==> config.mk <==
export PLATFORM = sky130hd
export DESIGN_NAME = helo_scroll_ctrl
export DESIGN_NICKNAME = d
export VERILOG_FILES = /design/src/rtl/helo_pkg.sv /design/src/rtl/sync_edge_det.sv /design/src/rtl/helo_scroll_ctrl.sv
export SDC_FILE = /design/constraint.sdc
export NUM_CORES = 1
export LEC_CHECK = 0
export ABC_CLOCK_PERIOD_IN_PS = 6540
export CORE_MARGIN = 8
export CORE_UTILIZATION = 55
export DETAILED_ROUTE_END_ITERATION = 10
export PLACE_DENSITY = 0.75
export REMOVE_ABC_BUFFERS = 1
export SETUP_SLACK_MARGIN = 0.5
export SYNTH_ARGS = -nofsm -noshare
export SYNTH_HDL_FRONTEND = slang
export SYNTH_SLANG_ARGS = --single-unit
==> constraint.sdc <==
create_clock -name CLOCK_50 -period 6.54 [get_ports CLOCK_50]
set_input_delay 1.308 -clock CLOCK_50 [delete_from_list [all_inputs] [get_ports CLOCK_50]]
set_output_delay 1.308 -clock CLOCK_50 [all_outputs]
set_load 0.01 [all_outputs]
==> src/rtl/helo_pkg.sv <==
// Shared types and the index wrap rule for the HELLO rotation sequencer.
package helo_pkg;

  typedef logic [2:0] sel_t;

  localparam sel_t IDX_MAX = 3'd4;

  typedef enum logic {PAUSED = 1'b0, RUNNING = 1'b1} scroll_state_t;

  // Wraps 4 -> 0 going up and 0 -> 4 going down, so 5..7 are never produced.
  function automatic sel_t next_idx(sel_t cur, logic dir);
    if (dir) begin
      return (cur == 3'd0) ? IDX_MAX : cur - 3'd1;
    end else begin
      return (cur >= IDX_MAX) ? 3'd0 : cur + 3'd1;
    end
  endfunction

endpackage

==> src/rtl/sync_edge_det.sv <==
// Two-flop synchronizer for an asynchronous level, plus a one-cycle falling-edge pulse.
module sync_edge_det (
  input  logic i_clk,
  input  logic i_rst_n,
  input  logic i_async,
  output logic o_level,
  output logic o_fall
);

  logic r_meta;
  logic r_sync;
  logic r_prev;

  always_ff @(posedge i_clk or negedge i_rst_n) begin
    if (!i_rst_n) begin
      r_meta <= 1'b0;
      r_sync <= 1'b0;
      r_prev <= 1'b0;
    end else begin
      r_meta <= i_async;
      r_sync <= r_meta;
      r_prev <= r_sync;
    end
  end

  assign o_level = r_sync;
  // Flops reset to 0, so a line that idles high after reset never fakes a fall.
  assign o_fall  = r_prev & ~r_sync;

endmodule

==> src/rtl/helo_scroll_ctrl.sv <==
// Generates the 3-bit HELLO rotation select: timed scroll, pause with single-step, load.
module helo_scroll_ctrl
  import helo_pkg::*;
#(
  parameter int TICK_DIV = 25_000_000,
  parameter int CNT_W    = $clog2(TICK_DIV)
) (
  input  logic       CLOCK_50,
  input  logic       RST_N,
  input  logic       run,
  input  logic       dir,
  input  logic       step_n,
  input  logic       load,
  input  logic [2:0] load_val,
  output logic [2:0] sel,
  output logic       tick,
  output logic       running,
  output logic       load_err
);

  localparam logic [CNT_W-1:0] CNT_LAST = CNT_W'(TICK_DIV - 1);

  logic          w_run_s;
  logic          w_run_fall_unused;
  logic          w_step_level_unused;
  logic          w_step_fall;
  logic          w_load_ok;

  scroll_state_t    r_state;
  logic [CNT_W-1:0] r_cnt;
  sel_t             r_sel;
  logic             r_tick;
  logic             r_load_err;

  sync_edge_det u_run_sync (
    .i_clk   (CLOCK_50),
    .i_rst_n (RST_N),
    .i_async (run),
    .o_level (w_run_s),
    .o_fall  (w_run_fall_unused)
  );

  sync_edge_det u_step_sync (
    .i_clk   (CLOCK_50),
    .i_rst_n (RST_N),
    .i_async (step_n),
    .o_level (w_step_level_unused),
    .o_fall  (w_step_fall)
  );

  assign w_load_ok = load && (load_val <= IDX_MAX);

  // Priority: valid load, then step (PAUSED only), then timed advance (RUNNING only).
  always_ff @(posedge CLOCK_50 or negedge RST_N) begin
    if (!RST_N) begin
      r_state    <= PAUSED;
      r_cnt      <= '0;
      r_sel      <= '0;
      r_tick     <= 1'b0;
      r_load_err <= 1'b0;
    end else begin
      r_tick     <= 1'b0;
      r_load_err <= 1'b0;
      r_state    <= w_run_s ? RUNNING : PAUSED;
      if (w_load_ok) begin
        r_sel <= load_val;
        r_cnt <= '0;
      end else begin
        if (load) begin
          r_load_err <= 1'b1;
        end
        if (r_state == PAUSED) begin
          r_cnt <= '0;
          if (w_step_fall) begin
            r_sel <= next_idx(r_sel, dir);
          end
        end else if (!w_run_s) begin
          // Leaving RUNNING wins over a wrap in the same cycle: no tick.
          r_cnt <= '0;
        end else if (r_cnt == CNT_LAST) begin
          r_cnt  <= '0;
          r_tick <= 1'b1;
          r_sel  <= next_idx(r_sel, dir);
        end else begin
          r_cnt <= r_cnt + 1'b1;
        end
      end
    end
  end

  assign sel      = r_sel;
  assign tick     = r_tick;
  assign running  = (r_state == RUNNING);
  assign load_err = r_load_err;

endmodule

==> impl_metrics.yaml, run 1 <==
outcome:
  status: "finished clean"
setup_path:
  critical_path.reg2reg.startpoint: "r_cnt[17]$_DFF_PN0_"
  cp_max_fo: 8
  ff2ff_setup_slack_ns: 4.09
  critical_path.startpoint: "sel[2]$_DFFE_PN0P_"
  worst-path-buf-inv: 1
  setup.worst_path.start_class: "flop"
  rr_endpoint: "r_cnt[13]$_DFF_PN0_"
  crit_path_cell_trace: "clkdlybuf4s50_1"
  reg2regPathDepth: 4
  arrival_ns: 1.40
  required_ns: 5.23
  critical_path.top_delay_family: "buffers and inverters"
  critical-path-max-stage-delay_ns: 0.59
  worst-path-stages: 1
  crit_path_top_delay_cell: "clkdlybuf4s50_1"
  crit_path_kind: "flop to output port"
  endpoint: "sel[2]"
  crit_path_end_kind: "output port"
yosys:
  synth_cell_type_count: 36
  syn_avg_cell_area_um2: 10.4
  synth.yosys.seq_area_share: 0.487
  post_synth_instance_area_mm2: 0.00185
  synth-seq-cells: 36
  yosysWarnings: 0
  synth_top_flop_cell: "dfrtp_1"
  netlist_instances: 178
  asyncSetResetFlopFracSynth: 1.00
  synth_enable_flop_cells: 0
global_routing:
  track_usage: 0.154
  largest_net_degree_at_the_start_of_global_routing: 37
  number_of_antenna_violations_at_the_first_check_in_global_routing: 0
  grt_pass1_wl_mm: 6.53
  grt_pass1_vias: 1407
  grt_overflow: 0
cells_and_area:
  synthToLayoutAreaGrowth_pct: 11.8
  final_core_utilization: 0.630
  post_route_cells_drive_above_1_share: 0.0876
  num-nets-final: 206
  fin_area_mm2: 0.00207
  n_antenna_cell: 0
floorplan:
  rows: 21
  chipHeight_um: 74.0
  die_width_um: 74.0
  io-pin-count: 15
  floorplan.initialDensity: 0.563
  floorplan.core_area_mm2: 0.00328
  dieArea_mm2: 0.00548
detailed_routing:
  via_cell_ratio: 5.82
  wire_per_inst_um: 15.2
  drt_first_pass_iters: 4
  drt-total-wl_mm: 3.66
  drt_drc_violations_left: 0
  ant_nets: 0
  dr_total_vias: 1397
  detailedRoute.firstIterationViolations: 127
clocking:
  clock-sinks: 36
  insertion_delay_ns: 0.34
  root_buffer: "clkbuf_4"
  tritoncts.num_buffers: 5
  cts_hold_buffers: 0
  post_cts.resized_instances: 0
  cts_tree: "done"
  cts_max_path_buffers: 2
  post-cts-setup-buffer-count: 0
  register_clock_pin_slew_on_the_reported_worst_setup_and_hold_paths_ns: 0.11
  h-tree-depth: 2
placement:
  place.gp.congestion: 0.820
  placed_area_mm2: 0.00201
  dp_hpwl_mm: 2.67
  pre_cts_ws_ns: 3.49
  port-buffer-count: 14
sta:
  setup-tns-final_ns: 0
  timing.clock.skew_ns: 0.00659
  relSlewSlack: 0.567
  timing.final.setup_violations: 0
  min_period_ns: 2.71
  unrepaired_setup_endpoints_after_global_routing: "false"
  max_slew.worst_pin.slew_ns: 0.649
  hold_violations_final: 0
  clock.fmax_mhz: 369
  maxSlewViolCount: 0
  final_critical_path_setup_slack_ns: 3.83
  final_min_period_over_clock_period: 0.414
job:
  drv.max_cap_violation_count: 0
min_path:
  kind_of_path_behind_the_tightest_hold_check: "flop to flop"
power:
  design_power_mw: 0.473
  power-per-cell-area_mw_per_mm2: 229
  cellLeakagePower_nw: 0.808
  irDropWorstVdd_v: 0.000134
[flip-flops by register name, summed over array words and instances, names as in the netlist]
register and cells:
u_step_sync.o_level 1, u_step_sync.r_prev 1, tick 1, sel 3, r_cnt 25, u_step_sync.r_meta 1, u_run_sync.r_meta 1, load_err 1
running 1, u_run_sync.o_level 1
[report_power, final]
part	total (mW)	leakage (nW)	internal, mW	switching, mW
clock network	0.123	0.0380	0.0511	0.0719
logic	0.101	0.287	0.0553	0.0455
registers	0.250	0.482	0.234	0.0152
[cell type report]
class	count	area (µm²)
Clock buffer	6	51.3
Clock inverter	2	10.0
Fill cell	283	1220
Inverter	6	22.5
Multi-Input combinational cell	129	878
Sequential cell	36	901
Tap cell	46	57.6
Timing Repair Buffer	15	148
[worst min path at each step]
| stage | endpoint | slack [ns] | startpoint | cells after the start |
|---|---|---|---|---|
| 2_1_floorplan | u_run_sync.o_level$_DFF_PN0_ | 0.33 | u_run_sync.r_meta$_DFF_PN0_ | 0 |
| 3_3_place_gp | u_step_sync.o_level$_DFF_PN0_ | 0.33 | u_step_sync.r_meta$_DFF_PN0_ | 0 |
| 3_5_place_dp | u_step_sync.o_level$_DFF_PN0_ | 0.34 | u_step_sync.r_meta$_DFF_PN0_ | 0 |
| 4_1_cts | u_step_sync.o_level$_DFF_PN0_ | 0.36 | u_step_sync.r_meta$_DFF_PN0_ | 0 |
| 5_1_grt | u_run_sync.o_level$_DFF_PN0_ | 0.37 | u_run_sync.r_meta$_DFF_PN0_ | 0 |
| 6_report | u_step_sync.o_level$_DFF_PN0_ | 0.36 | u_step_sync.r_meta$_DFF_PN0_ | 0 |
[metrics by stage]
| stage | hold WS (ns) | instances |
|---|---|---|
| finish | 0.356 | 240 |
| floorplan | 0.331 | 171 |
| CTS | 0.360 | 240 |
| detailed placement | 0.336 | 232 |
| global route | 0.375 | 240 |
| global placement | 0.332 | 232 |
[cells by family after synthesis]
group,count (synthesis),share of synthesized area
DFF,36,0.487
AOI/OAI and AO/OA,28,0.108
adders and majority gates,4,0.0270
and+or+nand+nor,78,0.243
muxes,7,0.0399
buffers and inverters,13,0.0385
xor gates and xnor gates,12,0.0568
[worst reg2reg max path: stages (launching register included)]
cell and delay (ns):
dfrtp_1 0.48, or4b_1 0.58, or4_4 0.55, o2111ai_4 0.58, nor2_1 0.13
[cell usage after synthesis (6+ instances only)]
cell type  number  area, µm²
a21oi_1        12       60.1
nor2_1         18       67.6
o31ai_1         8       60.1
xor2_1          8       70.1
nand3_1        11       55.1
inv_1           6       22.5
dfrtp_1        36        901
nand2_1         8       30.0
nand4_1         7       43.8
or4_1          11       82.6
[cell usage in the layout, fill, tap and decap left out, types with 5 or more instances in the layout]
master,n
dfrtp_1,36
nor2_1,18
clkdlybuf4s50_1,14
a21oi_1,12
nand3_1,11
or4_1,11
o31ai_1,8
nand2_1,8
xor2_1,8
nand4_1,7
inv_1,6
clkbuf_4,5
[routing by layer]
| layer | GRT usage | part of all wire | wire, µm |
|---|---|---|---|
| met4 | 0.0776 | 0.019 | 70 |
| met2 | 0.241 | 0.50 | 1830 |
| met1 | 0.187 | 0.44 | 1600 |
| met5 | 0 | 0 | 0 |
| met3 | 0.0472 | 0.043 | 158 |
Note: power is estimated with default switching activity, not from simulation.
==> run 2, diff against run 1 <==
--- a/config.mk
+++ b/config.mk
@@ -5,7 +5,7 @@
 export SDC_FILE = /design/constraint.sdc
 export NUM_CORES = 1
 export LEC_CHECK = 0
-export ABC_CLOCK_PERIOD_IN_PS = 6540
+export ABC_CLOCK_PERIOD_IN_PS = 2700
 export CORE_MARGIN = 8
 export CORE_UTILIZATION = 55
 export DETAILED_ROUTE_END_ITERATION = 10
==> constraint.sdc (replaced) <==
create_clock -name CLOCK_50 -period 2.7 [get_ports CLOCK_50]
set_input_delay 0.54 -clock CLOCK_50 [delete_from_list [all_inputs] [get_ports CLOCK_50]]
set_output_delay 0.54 -clock CLOCK_50 [all_outputs]
set_load 0.01 [all_outputs]
==> impl_metrics.yaml, run 2 (same netlist as run 1, synthesis figures left out) <==
outcome:
  status: "finished clean"
detailed_routing:
  drt_drc_violations_left: 0
  drt-total-wl_mm: 3.74
  dr_total_vias: 1458
  drt_first_pass_iters: 4
  via_cell_ratio: 5.93
  ant_nets: 0
  detailedRoute.firstIterationViolations: 116
  wire_per_inst_um: 15.2
cells_and_area:
  layout_common_cells: "dfrtp_1, nor2_1, clkdlybuf4s50_1, a21oi_1"
  largest_register_ff_count: 25
  n_antenna_cell: 0
  post_route_cells_drive_above_1_share: 0.115
  synthToLayoutAreaGrowth_pct: 14.5
  max_flop_register: "r_cnt"
  most_frequent_standard_cell_in_the_layout_excluding_fill_and_tap_cells: "dfrtp_1"
  num-nets-final: 213
sta:
  final_critical_path_setup_slack_ns: 0.602
  min_period_ns: 2.10
  setup-tns-final_ns: 0
  hold_violations_final: 0
  max_slew.worst_pin.slew_ns: 0.437
  unrepaired_setup_endpoints_after_global_routing: "false"
  fin_hold_ws_ns: 0.357
  clock.fmax_mhz: 477
  final_min_period_over_clock_period: 0.777
  timing.final.setup_violations: 0
  maxSlewViolCount: 0
  timing.clock.skew_ns: 0.0124
  relSlewSlack: 0.709
clocking:
  cts_tree: "done"
  clock-sinks: 36
  h-tree-depth: 2
  insertion_delay_ns: 0.34
  cts_max_path_buffers: 2
  tritoncts.num_buffers: 5
  cts_hold_buffers: 0
  root_buffer: "clkbuf_4"
  register_clock_pin_slew_on_the_reported_worst_setup_and_hold_paths_ns: 0.10
min_path:
  kind_of_path_behind_the_tightest_hold_check: "flop to flop"
  timing.hold.worst.start: "u_step_sync.r_meta$_DFF_PN0_"
  worst_hold_path.num_cells: 0
setup_path:
  crit_path_top_delay_cell: "or4b_1"
  crit_path_kind: "flop to flop"
  arrival_ns: 2.34
  required_ns: 2.94
  reg2regPathDepth: 4
  critical-path-max-stage-delay_ns: 0.53
  critical_path.top_delay_family: "simple AND/OR/NAND/NOR gates"
  critical_path.reg2reg.startpoint: "r_cnt[15]$_DFF_PN0_"
  worst-path-stages: 4
  crit_path_end_kind: "flop"
  critical_path.startpoint: "r_cnt[15]$_DFF_PN0_"
  cp_max_fo: 5
  worst-path-buf-inv: 0
  crit_path_cell_trace: "or4b_1, or4_4, o21ai_4, mux2_2"
  setup.worst_path.start_class: "flop"
floorplan:
  io-pin-count: 15
  die_width_um: 74.0
  chipHeight_um: 74.0
  rows: 21
  floorplan.core_area_mm2: 0.00328
  floorplan.initialDensity: 0.563
  dieArea_mm2: 0.00548
power:
  cellLeakagePower_nw: 0.834
  irDropWorstVdd_v: 0.000270
  power-per-cell-area_mw_per_mm2: 531
  design_power_mw: 1.12
placement:
  port-buffer-count: 14
  pre_cts_ws_ns: 0.447
  dp_hpwl_mm: 2.55
  place.gp.congestion: 0.875
global_routing:
  grt_pass1_vias: 1368
  largest_net_degree_at_the_start_of_global_routing: 37
  grt_overflow: 0
  track_usage: 0.143
  grt_pass1_wl_mm: 5.99
  number_of_antenna_violations_at_the_first_check_in_global_routing: 0
job:
  drv.max_cap_violation_count: 0
## run 2: cell count changes in the layout (fill, tap and decap cells not counted), sizes merged
cell and change:
clkinv -1, buf +7
## run 2: area by class of cell
type                            instances  area [µm²]
Tap cell                               46        57.6
Clock inverter                          1        5.00
Multi-Input combinational cell        129         878
Timing Repair Buffer                   22         213
Clock buffer                            6        41.3
Inverter                                6        22.5
Fill cell                             278        1160
Sequential cell                        36         902
## run 2: worst reg2reg max path: stages (launching register included)
cell	delay, ns
dfrtp_1	0.44
or4b_1	0.53
or4_4	0.48
o21ai_4	0.20
mux2_2	0.35
## run 2: path summary, 6_finish.rpt
kind                                                 end  slack (ns)
hold reg to reg            u_step_sync.o_level$_DFF_PN0_        0.36
hold / removal             u_step_sync.o_level$_DFF_PN0_        0.36
max in group asynchronous            r_cnt[17]$_DFF_PN0_        1.76
min in group asynchronous            r_cnt[15]$_DFF_PN0_        0.60
setup reg to reg                      sel[2]$_DFFE_PN0P_        0.60
setup / recovery                      sel[2]$_DFFE_PN0P_        0.60
## run 2: through the flow
stage | std cells | utilization | instance area (µm²)
global route | 246 | 0.645 | 2120
global placement | 233 | 0.613 | 2010
finish | 246 | 0.645 | 2120
CTS | 241 | 0.631 | 2070
detailed placement | 233 | 0.613 | 2010
floorplan | 171 | - | 1800
## run 2: per-layer routing
| metal | share of wire | wire [µm] | GRT usage | up-vias |
|---|---|---|---|---|
| met5 | 0 | 0 | 0 | - |
| met4 | 0.020 | 76 | 0.0843 | 0 |
| met3 | 0.057 | 213 | 0.0350 | 7 |
| met2 | 0.51 | 1910 | 0.236 | 32 |
| met1 | 0.41 | 1540 | 0.164 | 724 |
| li1 | - | - | - | 695 |
## run 2: timing repair
action,in CTS,in global routing
gates resized for setup,2,2
setup buffers,1,5
setup endpoints to repair,24,22
cloned,0,0
pin swaps,1,3
## run 2: report_power, final
part | internal (mW) | switching (mW) | total [mW] | leakage, nW
registers | 0.568 | 0.0353 | 0.603 | 0.481
logic | 0.141 | 0.119 | 0.260 | 0.325
clock network | 0.0958 | 0.167 | 0.262 | 0.0281
total | 0.804 | 0.320 | 1.12 | 0.834
